[src/rtl/mul_radix8_seq_if.sv]
// mul_radix8_seq_if: request/result bundle between a requester and the radix-8 multiplier
interface mul_radix8_seq_if #(
  parameter int WIDTH = 32
);
  logic             Start;
  logic [WIDTH-1:0] A;
  logic [WIDTH-1:0] B;
  logic             Busy;
  logic             Done;
  logic [WIDTH-1:0] Hi;
  logic [WIDTH-1:0] Lo;
  modport master (output Start, A, B, input Busy, Done, Hi, Lo);
  modport slave (input Start, A, B, output Busy, Done, Hi, Lo);
endinterface

[src/rtl/mul_radix8_seq.sv]
// mul_radix8_seq: sequential 32x32 unsigned multiplier retiring three multiplier bits per cycle
module mul_radix8_seq #(
  parameter int WIDTH = 32
) (
  input logic Clk,
  input logic RstN,
  mul_radix8_seq_if.slave bus
);
  typedef enum logic [1:0] {IDLE, PRECALC, RUN, DONE} state_t;
  state_t state_q, state_d;
  logic [WIDTH-1:0] m_q;
  logic [32:0] l_q;
  logic [35:0] h_q;
  logic [3:0] cnt_q;
  logic [34:0] mul_q [8];
  logic [31:0] hi_q, lo_q;
  logic accept;
  logic [35:0] sum_d;
  logic [68:0] hl_d;
  // A new request is only taken when no operation is in flight.
  assign accept = bus.Start && (state_q == IDLE || state_q == DONE);
  // Entry 0 of the multiple table is never written with anything but zero.
  assign sum_d = h_q + {1'b0, mul_q[l_q[2:0]]};
  assign hl_d = 69'({3'b0, sum_d, l_q} >> 3);
  // State register; reset wins over any request at the same edge.
  always_ff @(posedge Clk) begin
    if (!RstN) state_q <= IDLE;
    else state_q <= state_d;
  end
  // Next-state: one precompute cycle, eleven accumulate cycles, one result cycle.
  always_comb begin
    state_d = state_q;
    case (state_q)
      IDLE, DONE: state_d = bus.Start ? PRECALC : IDLE;
      PRECALC:    state_d = RUN;
      RUN:        state_d = (cnt_q == 4'd10) ? DONE : RUN;
      default:    state_d = IDLE;
    endcase
  end
  // Status and result outputs decoded from registered state.
  always_comb begin
    bus.Busy = (state_q == PRECALC) || (state_q == RUN);
    bus.Done = state_q == DONE;
    bus.Hi = hi_q;
    bus.Lo = lo_q;
  end
  // Datapath: operand capture, multiple table, shift-accumulate and result latch.
  always_ff @(posedge Clk) begin
    if (!RstN) begin
      m_q <= '0;
      l_q <= '0;
      h_q <= '0;
      cnt_q <= '0;
      mul_q <= '{default: '0};
      hi_q <= '0;
      lo_q <= '0;
    end else begin
      if (accept) begin
        m_q <= bus.A;
        l_q <= {1'b0, bus.B};
        h_q <= '0;
        cnt_q <= '0;
      end
      if (state_q == PRECALC)
        for (int k = 0; k < 8; k++) mul_q[k] <= 35'(m_q) * 35'(k);
      if (state_q == RUN) begin
        h_q <= hl_d[68:33];
        l_q <= hl_d[32:0];
        cnt_q <= cnt_q + 4'd1;
        if (cnt_q == 4'd10) begin
          hi_q <= hl_d[63:32];
          lo_q <= hl_d[31:0];
        end
      end
    end
  end
endmodule

[src/flat_wrapper.sv]
// flat-port wrapper written by rule: the top's interface ports become plain ports
module mul_radix8_seq_flat 
#(
  parameter int WIDTH = 32
)
  (Clk, RstN, bus_Start, bus_A, bus_B, bus_Busy, bus_Done, bus_Hi, bus_Lo);
  mul_radix8_seq_if #(.WIDTH(WIDTH)) bus_i ();
  input logic Clk;
  input logic RstN;
  input wire logic [$bits(bus_i.Start)-1:0] bus_Start;
  input wire logic [$bits(bus_i.A)-1:0] bus_A;
  input wire logic [$bits(bus_i.B)-1:0] bus_B;
  output wire logic [$bits(bus_i.Busy)-1:0] bus_Busy;
  output wire logic [$bits(bus_i.Done)-1:0] bus_Done;
  output wire logic [$bits(bus_i.Hi)-1:0] bus_Hi;
  output wire logic [$bits(bus_i.Lo)-1:0] bus_Lo;
  assign bus_i.Start = bus_Start;
  assign bus_i.A = bus_A;
  assign bus_i.B = bus_B;
  assign bus_Busy = bus_i.Busy;
  assign bus_Done = bus_i.Done;
  assign bus_Hi = bus_i.Hi;
  assign bus_Lo = bus_i.Lo;
  mul_radix8_seq #(.WIDTH(WIDTH)) u_core (.Clk(Clk), .RstN(RstN), .bus(bus_i));
endmodule
[config.mk]
export PLATFORM = sky130hd
export DESIGN_NAME = mul_radix8_seq_flat
export DESIGN_NICKNAME = d
export VERILOG_FILES = /design/src/rtl/mul_radix8_seq_if.sv /design/src/rtl/mul_radix8_seq.sv /design/src/flat_wrapper.sv
export SDC_FILE = /design/constraint.sdc
export NUM_CORES = 1
export LEC_CHECK = 0
export CORE_ASPECT_RATIO = 0.9
export CORE_MARGIN = 3
export CORE_UTILIZATION = 60
export CTS_CLUSTER_SIZE = 30
export DETAILED_ROUTE_END_ITERATION = 7
export HOLD_SLACK_MARGIN = 0.12
export MAX_ROUTING_LAYER = met4
export PLACE_DENSITY = 0.81
export SLEW_MARGIN = 20
export SYNTH_ARGS = -nofsm -noshare
export SYNTH_HDL_FRONTEND = slang
export SYNTH_SLANG_ARGS = --single-unit
[constraint.sdc]
create_clock -name Clk -period 5.9 [get_ports Clk]
set_input_delay 0.59 -clock Clk [delete_from_list [all_inputs] [get_ports Clk]]
set_output_delay 0.59 -clock Clk [all_outputs]
set_load 0.1 [all_outputs]
Word-level counts from Yosys, hierarchy flattened:

Index checks and enable logic that the tools add are counted.

* register bits after elaboration: 338
* latch bits: 0
* RAM bits: 0
* ROM bits: 0
* word-level logic and storage cells: 43
* memories kept: 0

* add/sub/neg operators: 2
* multiply operators: 4
* div/mod/pow operators: 0
* magnitude comparators: 1
* eq/ne operators: 4
* shift operators: 0
* multiplexer cells: 12
* bitwise logic cells: 1
* reduce and logical (&&, ||, !) cells: 7

Operator list (count)
* 33-bit two-way mux: 4
* 35-bit binary-select mux with 3-bit select: 1
* 32-bit by 3-bit multiplier with 35-bit output, second input constant: 2
* 35-bit two-way mux: 2
* 32-bit by 2-bit multiplier with 34-bit output, second input constant: 2
* 33-bit by 35-bit adder with 36-bit output: 1
* 4-bit two-way mux: 2
* 2-bit one-hot mux with 3 select lines: 1
* 4-bit by 1-bit adder with 4-bit output, second input constant: 1
* 2-bit equality test, second input constant: 2
* 4-bit equality test, second input constant: 1
* 4-bit greater-or-equal comparator, second input constant: 1
* 3-bit NOT with 4-bit output: 1
* 2-bit by 1-bit equality test with 1-bit output, second input constant: 1
* 2-bit logical NOT: 1
* 1-bit logical OR: 2
* 1-bit two-way mux: 2
* 2-bit AND reduction: 1
* 2-bit nonzero test: 1
* 2-bit OR reduction: 1
* 1-bit logical AND: 1

Depth between registers and ports, before layout:

Gate-level depths: netlist of run 1.

* depth after elaboration: 6
* mapped depth: 18
* mapped depth without buffers: 14

Worst setup path after synthesis of run 1:

No wires, ideal clock.

* path kind: reg-to-reg
* start point: register u_core.l_q[0]
* end point: register u_core.hi_q[30], in the netlist u_core.bus.Hi[30]
* library setup time: 65 ps
* arrival time: 4142 ps
* data required time: 5835 ps
* slack: 1693 ps
* cell stages (with the launch flop): 17
* buffers on the path: 3
* period minus slack after synthesis: 4207 ps
* cells stage by stage: dfxtp_1 > clkbuf_1 > buf_1 > clkbuf_1 > mux4_2 > mux2_2 > ha_1 > a21o_1 > a21oi_1 > o21ai_1 > nand2_1 > o31ai_4 > a2111oi_2 > nor3_2 > a311oi_2 > or4b_1 > nand3_1

* cells in the longest elaborated chain, start to end: 5

Ends and longest elaborated chain
* start, declared: line mul_radix8_seq.sv:12 `logic [32:0] l_q;`
* start signal, assigned: line mul_radix8_seq.sv:60 `l_q <= {1'b0, bus.B};`
* start signal, assigned: line mul_radix8_seq.sv:68 `l_q <= hl_d[32:0];`
* 3-bit NOT with 4-bit output (implied by the code): line mul_radix8_seq.sv:23 `assign sum_d = h_q + {1'b0, mul_q[l_q[2:0]]};`
* 35-bit binary-select mux with 3-bit select: line mul_radix8_seq.sv:23
* 35-bit two-way mux (implied by the code) (2 in series): line mul_radix8_seq.sv:23
* 33-bit by 35-bit adder with 36-bit output: line mul_radix8_seq.sv:23
* end signal, assigned: line mul_radix8_seq.sv:71 `hi_q <= hl_d[63:32];`
* end, declared: line mul_radix8_seq.sv:16 `logic [31:0] hi_q, lo_q;`

No other way between the ends. The select of a mux whose other input is x is not followed.
A chain may end at the register's enable or synchronous reset.

Worst setup path after layout of run 1:

* start point: register u_core.l_q[1]
* end point: register u_core.hi_q[31], in the netlist u_core.bus.Hi[31]

Same word-level chain as after synthesis.

==> results of run 1 <==
[state kept, by name, summed over array words and instances, names as in the netlist]
signal and count:
u_core.mul_q 131, u_core.bus.Lo 32, u_core.l_q 33, u_core.bus.Hi 32, u_core.m_q 32, u_core.cnt_q 4
u_core.h_q 33, u_core.state_q 2
[worst reg2reg max path, cell delays in order (launching register included)]
cell      delay (ps)
dfxtp_2          320
buf_4            410
buf_4            450
mux2_2           400
a221oi_1         270
a21oi_1          110
ha_1             410
and4_1           260
o211ai_1         100
a31oi_1          100
nor3_1           400
a21oi_1          190
a221oi_1         420
xnor2_1          200
a21oi_1           90
[stage by stage]
stage	hold WS, ps	cell area (µm²)	std cells	worst slack, ps	utilization
5_1_grt	418	22900	2866	1270	0.691
6_report	421	22900	2866	1640	0.691
4_1_cts	400	22900	2866	1490	0.691
3_3_place_gp	430	21700	2805	1600	0.657
2_1_floorplan	420	20200	2368	1690	-
3_5_place_dp	449	21700	2805	1500	0.657
[layout by cell type, fill, tap and decap left out, types with 32 or more instances in the layout]
master,instances
dfxtp_1,296
clkdlybuf4s50_1,131
mux2_2,36
nand3_1,33
ha_1,161
a21o_1,63
fa_1,35
mux4_2,32
a21oi_1,248
inv_1,78
mux2i_1,77
xnor2_1,64
nor2b_1,144
a21boi_0,83
xor2_1,34
nand2_1,332
o21ai_0,105
clkbuf_16,34
nor2_1,92
[area by class of cell]
type                            count  area [µm²]  share of cell area
Clock buffer                       43         925              0.0404
Clock inverter                     18         228             0.00995
Inverter                           79         297              0.0130
Multi-Input combinational cell   1855       13500               0.588
Sequential cell                   299        5990               0.262
Tap cell                          422         528              0.0231
Timing Repair Buffer              150        1460              0.0637
[worst paths after layout]
path	cells after the start	slack [ps]	from	to
min reg2reg	2	460	u_core.mul_q[170]	u_core.mul_q[170]
max	14	1640	u_core.l_q[1]	u_core.bus.Hi[31]
max reg2reg	14	1640	u_core.l_q[1]	u_core.bus.Hi[31]
min	2	420	RstN	u_core.bus.Lo[12]
[kinds of logic (layout without fill, tap and decap cells)]
kind of cell	Yosys count	count (layout)	share of synthesized area
simple gates	723	723	0.171
compound gates	691	691	0.222
xor+xnor	98	98	0.0424
mux	145	145	0.0938
flops	299	299	0.296
fa+ha+maj	198	198	0.135
buf+inv	214	290	0.0397
[where the power goes]
part | leakage [nW] | switching [W] | internal (W) | total (W)
registers | 2.43 | 0.000157 | 0.00212 | 0.00227
logic | 6.34 | 0.000716 | 0.000523 | 0.00124
clock network | 0.547 | 0.000901 | 0.00130 | 0.00220
[routing by layer]
layer | vias up | track usage | part of all wire
met3 | 139 | 0.0393 | 0.052
met5 | - | - | 0
met1 | 8595 | 0.401 | 0.45
li1 | 8537 | - | -
met2 | 510 | 0.486 | 0.46
met4 | 0 | 0.110 | 0.036
==> summary.md, run 1 <==
| Metric | Value |
|---|---|
| Outcome | completed |
| Min-delay worst type | in2reg |
| Residual DRC count | 0 |
| CTS-repair resized insts | 0 |
| Area growth syn-to-layout | 13.2% |
| Worst Path Required | 6290 ps |
| Max incr delay on CP | 440 ps |
| Layout Nets | 2684 |
| Fin. max-slew vios | 0 |
| Max Root-Sink Buffers | 3 |
| DRT antenna net count | 0 |
| Synthesized instance count | 2368 |
| Post-synth cell types | 83 |
| CORE AREA | 33100 µm² |
| CTS Hold Bufs | 0 |
| Global Route Usage Sum | 0.306 |
| CTS Buf Count | 34 |
| HPWL after detailed placement | 38600 µm |
| Share of cells above drive strength 1 | 0.0716 |
| CTS tree | yes |
| Most common cell on crit path | a21oi_1 |
| Unrepaired setup endpoints after global routing | false |
| Power Density | 249 nW/µm² |
| GR Overflow Total | 0 |
| Clock sink count | 299 |
| Wire per inst | 18.8 µm |
| Worst Tran Pin Value | 1050 ps |
| IR drop worst, VDD | 0.200 mV |
| Critical Path Source Type | flop |
| Fin crit share | 0.722 |
| Post-Route WL | 54000 µm |
| Worst Skew | 15.6 ps |
| Row Count | 63 |
| Via count | 17800 |
| Drt first pass iters | 6 |
| Count leader, synth | nand2_1 |
| Yosys top cell by area | dfxtp_1 |
| Synth warn | 0 |
| Ranking of synthesized cells by area | dfxtp_1, ha_1, nand2_1 |
| Final setup fails | 0 |
| Vias in the first global route | 17300 |
| Final TNS setup | 0 ps |
| Crit path capture type | flop |
| Vias per inst | 6.20 |
| Mapped Area | 20200 µm² |
| Setup bufs post-CTS | 0 |
| Top_reg_cell synth | dfxtp_1 |
| H-tree Lvls | 2 |
| Ports | 133 |
| Fillers | 2669 |
| Crit path DAT | 4650 ps |
| Sequential-to-total area share from yosys stat | 0.296 |
| #FFs+latches synth | 299 |
| First-pass GRT wire length | 88200 µm |
| Critical path, cell by cell | buf_4 > buf_4 > mux2_2 > a221oi_1 > a21oi_1 > ha_1 > and4_1 > o211ai_1 > a31oi_1 > nor3_1 > a21oi_1 > a221oi_1 > xnor2_1 > a21oi_1 |
| Post-synth top area share | 0.296 |
| Die Area | 36000 µm² |
| Max Fclk | 0.235 GHz |
| Slew headroom | 0.301 |
| Starting Density | 0.611 |
| Max-cap violation count | 0 |
| Final Hold Viols | 0 |
| Clock root cell | clkbuf_16 |
| Top cells by count, synth | nand2_1, dfxtp_1, a21oi_1, ha_1, nor2b_1 |
| Mean area per synthesized cell | 8.54 µm² |
| P_leak | 9.31 nW |
| Ys async rst share | 0 |
| Syn nets | 2633 |
| CP Class | reg2reg |
| Number of synthesized flops with an enable pin | 0 |
| CP Max Fanout | 39 |
| Antenna diode instance count | 0 |
| Die X | 200 µm |
| Critical Path Slowest Stage Cell | buf_4 |
| DIE HEIGHT | 180 µm |
| Clock latency on the worst-skew pair | 530 ps |
| Clk pin slew, worst setup/hold paths | 60 ps |
| Port bufs | 132 |
| Largest net degree at the start of global routing | 120 |
| Initial antenna violation count | 0 |
| Crit path max-delay family | compound AO/OA/AOI/OAI gates |
| Final Power | 0.00571 W |
| DRC marker count from the first detailed-route iteration | 1317 |
| Placer Congestion | 0.941 |
| WP buf/inv | 2 |
| Min Tclk post-route | 4260 ps |
Power figures use the tool's default switching activity.
==> run 2, diff against run 1 <==
CORE_UTILIZATION = 55   (was 60)
PLACE_DENSITY = 0.78   (was 0.81)
clock period = 3.55 ns   (was 5.9 ns; I/O delays follow)
==> summary.md, run 2 (synthesis results as in run 1) <==
| Metric | Value |
|---|---|
| Critical Path Source Type | flop |
| HPWL after detailed placement | 42400 µm |
| Die Area | 39100 µm² |
| Drt first pass iters | 5 |
| Worst Slack Setup Final | -187 ps |
| Unrepaired setup endpoints after global routing | true |
| Most flops, register | u_core.mul_q |
| Crit path DAT | 4140 ps |
| CP Class | reg2reg |
| Pre-CTS WS | -259 ps |
| CTS Buf Count | 34 |
| DIE HEIGHT | 188 µm |
| Outcome | complete, but fails checks |
| Max reg flops | 131 |
| Die X | 208 µm |
| Largest net degree at the start of global routing | 99 |
| First-pass GRT wire length | 93600 µm |
| Placed Cells | 3045 |
| Fin crit share | 1.05 |
| Max Root-Sink Buffers | 3 |
| Slew headroom | 0.290 |
| CTS tree | yes |
| Most frequent cells in the layout | nand2_1, dfxtp_1, a21oi_1 |
| IR drop worst, VDD | 0.249 mV |
| Starting Density | 0.568 |
| Power Density | 381 nW/µm² |
| Biggest regs | u_core.mul_q (131), u_core.h_q (33), u_core.l_q (33) |
| Post-Route WL | 59600 µm |
| Failing checks | setup timing |
| Worst Path Required | 3950 ps |
| Min Tclk post-route | 3740 ps |
| Sequential cell area | 6010 µm² |
| CP Max Fanout | 6 |
| Fillers | 2686 |
| Clock latency on the worst-skew pair | 540 ps |
| Vias in the first global route | 18300 |
| Placer Congestion | 0.950 |
| Initial antenna violation count | 0 |
| Worst Tran Pin Value | 1060 ps |
| Commonest non-fill, non-tap cell in the layout | nand2_1 |
| Final Hold Viols | 0 |
| Area growth syn-to-layout | 26.1% |
| Multi-input gate area | 14100 µm² |
| Via count | 18800 |
| Clock sink count | 299 |
| P_leak | 10.7 nW |
| DRT antenna net count | 0 |
| Ports | 133 |
| Clock root cell | clkbuf_16 |
| H-tree Lvls | 2 |
| Max Fclk | 0.268 GHz |
| Share of cells above drive strength 1 | 0.193 |
| Crit path capture type | flop |
| Global Route Usage Sum | 0.293 |
| Antenna diode instance count | 0 |
| Row Count | 65 |
| Port bufs | 132 |
| GR Overflow Total | 0 |
| Layout Nets | 2921 |
| CORE AREA | 35600 µm² |
| Clk pin slew, worst setup/hold paths | 60 ps |
| Non-filler instance count after layout | 3146 |
| Residual DRC count | 0 |
| Wire per inst | 19.0 µm |
| Final setup fails | 15 |
| Worst Skew | 11.1 ps |
| Fin. max-slew vios | 0 |
| Max-cap violation count | 0 |
| Vias per inst | 5.98 |
| Min-delay worst type | in2reg |
| DRC marker count from the first detailed-route iteration | 1309 |
## run 2: cell types whose count changed in the layout (fill, tap and decap cells not counted), moves of 12 or more
cell / delta
buf_4: +209
a21oi_1: -19
o21ai_1: +21
buf_6: +12
o21ai_0: -28
a21oi_2: +18
ha_1: -15
## run 2: stage by stage
| step | utilization | TNS (ps) | total power (W) | area, µm² | hold slack (ps) |
|---|---|---|---|---|---|
| finish | 0.716 | -1010 | 0.00972 | 25500 | 373 |
| global placement | 0.655 | -1860 | 0.00606 | 23300 | 438 |
| floorplan | - | -3.67 | 0.00531 | 20300 | 420 |
| CTS | 0.691 | -277 | 0.00959 | 24600 | 362 |
| detailed placement | 0.655 | -4860 | 0.00613 | 23300 | 449 |
| global route | 0.716 | -5870 | 0.0102 | 25500 | 392 |
## run 2: layer usage
layer | share of wire | vias up | global-route usage
li1 | - | 9009 | -
met1 | 0.44 | 9064 | 0.384
met2 | 0.48 | 615 | 0.483
met3 | 0.050 | 129 | 0.0284
met4 | 0.032 | 0 | 0.0920
met5 | 0 | - | -
## run 2: path summary, 6_finish.rpt
kind                         start                to  slack (ps)  depth (start not counted)
setup reg to reg     u_core.l_q[1]    u_core.h_q[29]        -190                         16
setup / recovery     u_core.l_q[1]    u_core.h_q[29]        -190                         16
hold / removal           bus_A[21]    u_core.m_q[21]         370                          3
hold reg to reg   u_core.bus.Hi[4]  u_core.bus.Hi[4]         460                          2
## run 2: cell type report
cell class	instances	share of cell area
inverters	79	0.0116
clock inverters	14	0.00544
clock buffers	43	0.0359
multi-input cells	1856	0.554
flip-flops and latches	299	0.236
repair buffers	386	0.135
well taps	469	0.0230
## run 2: worst max-delay path, cell delays in order, from the launching register on
cell and delay (ps):
dfxtp_4 420, buf_6 140, mux2_4 300, a221oi_2 330, a21oi_2 80, ha_1 350
a21o_1 230, nand3_2 80, a21oi_2 60, a211oi_2 220, o31ai_4 140, a2111oi_4 420
nor3_2 110, a311oi_2 350, buf_4 170, xor2_1 140, o21ai_1 70
## run 2: power by group
group	internal (W)	leakage, nW	switching, W
logic	0.00117	7.69	0.00141
clock network	0.00197	0.527	0.00146
registers	0.00352	2.43	0.000185
## run 2: repair_timing
action,4_1_cts,5_1_grt
setup buffers,9,33
setup endpoints to repair,47,58
gates cloned,0,2
hold buffers,1,0
resized for setup,45,149
pin swaps,21,70
hold endpoints to repair,1,0
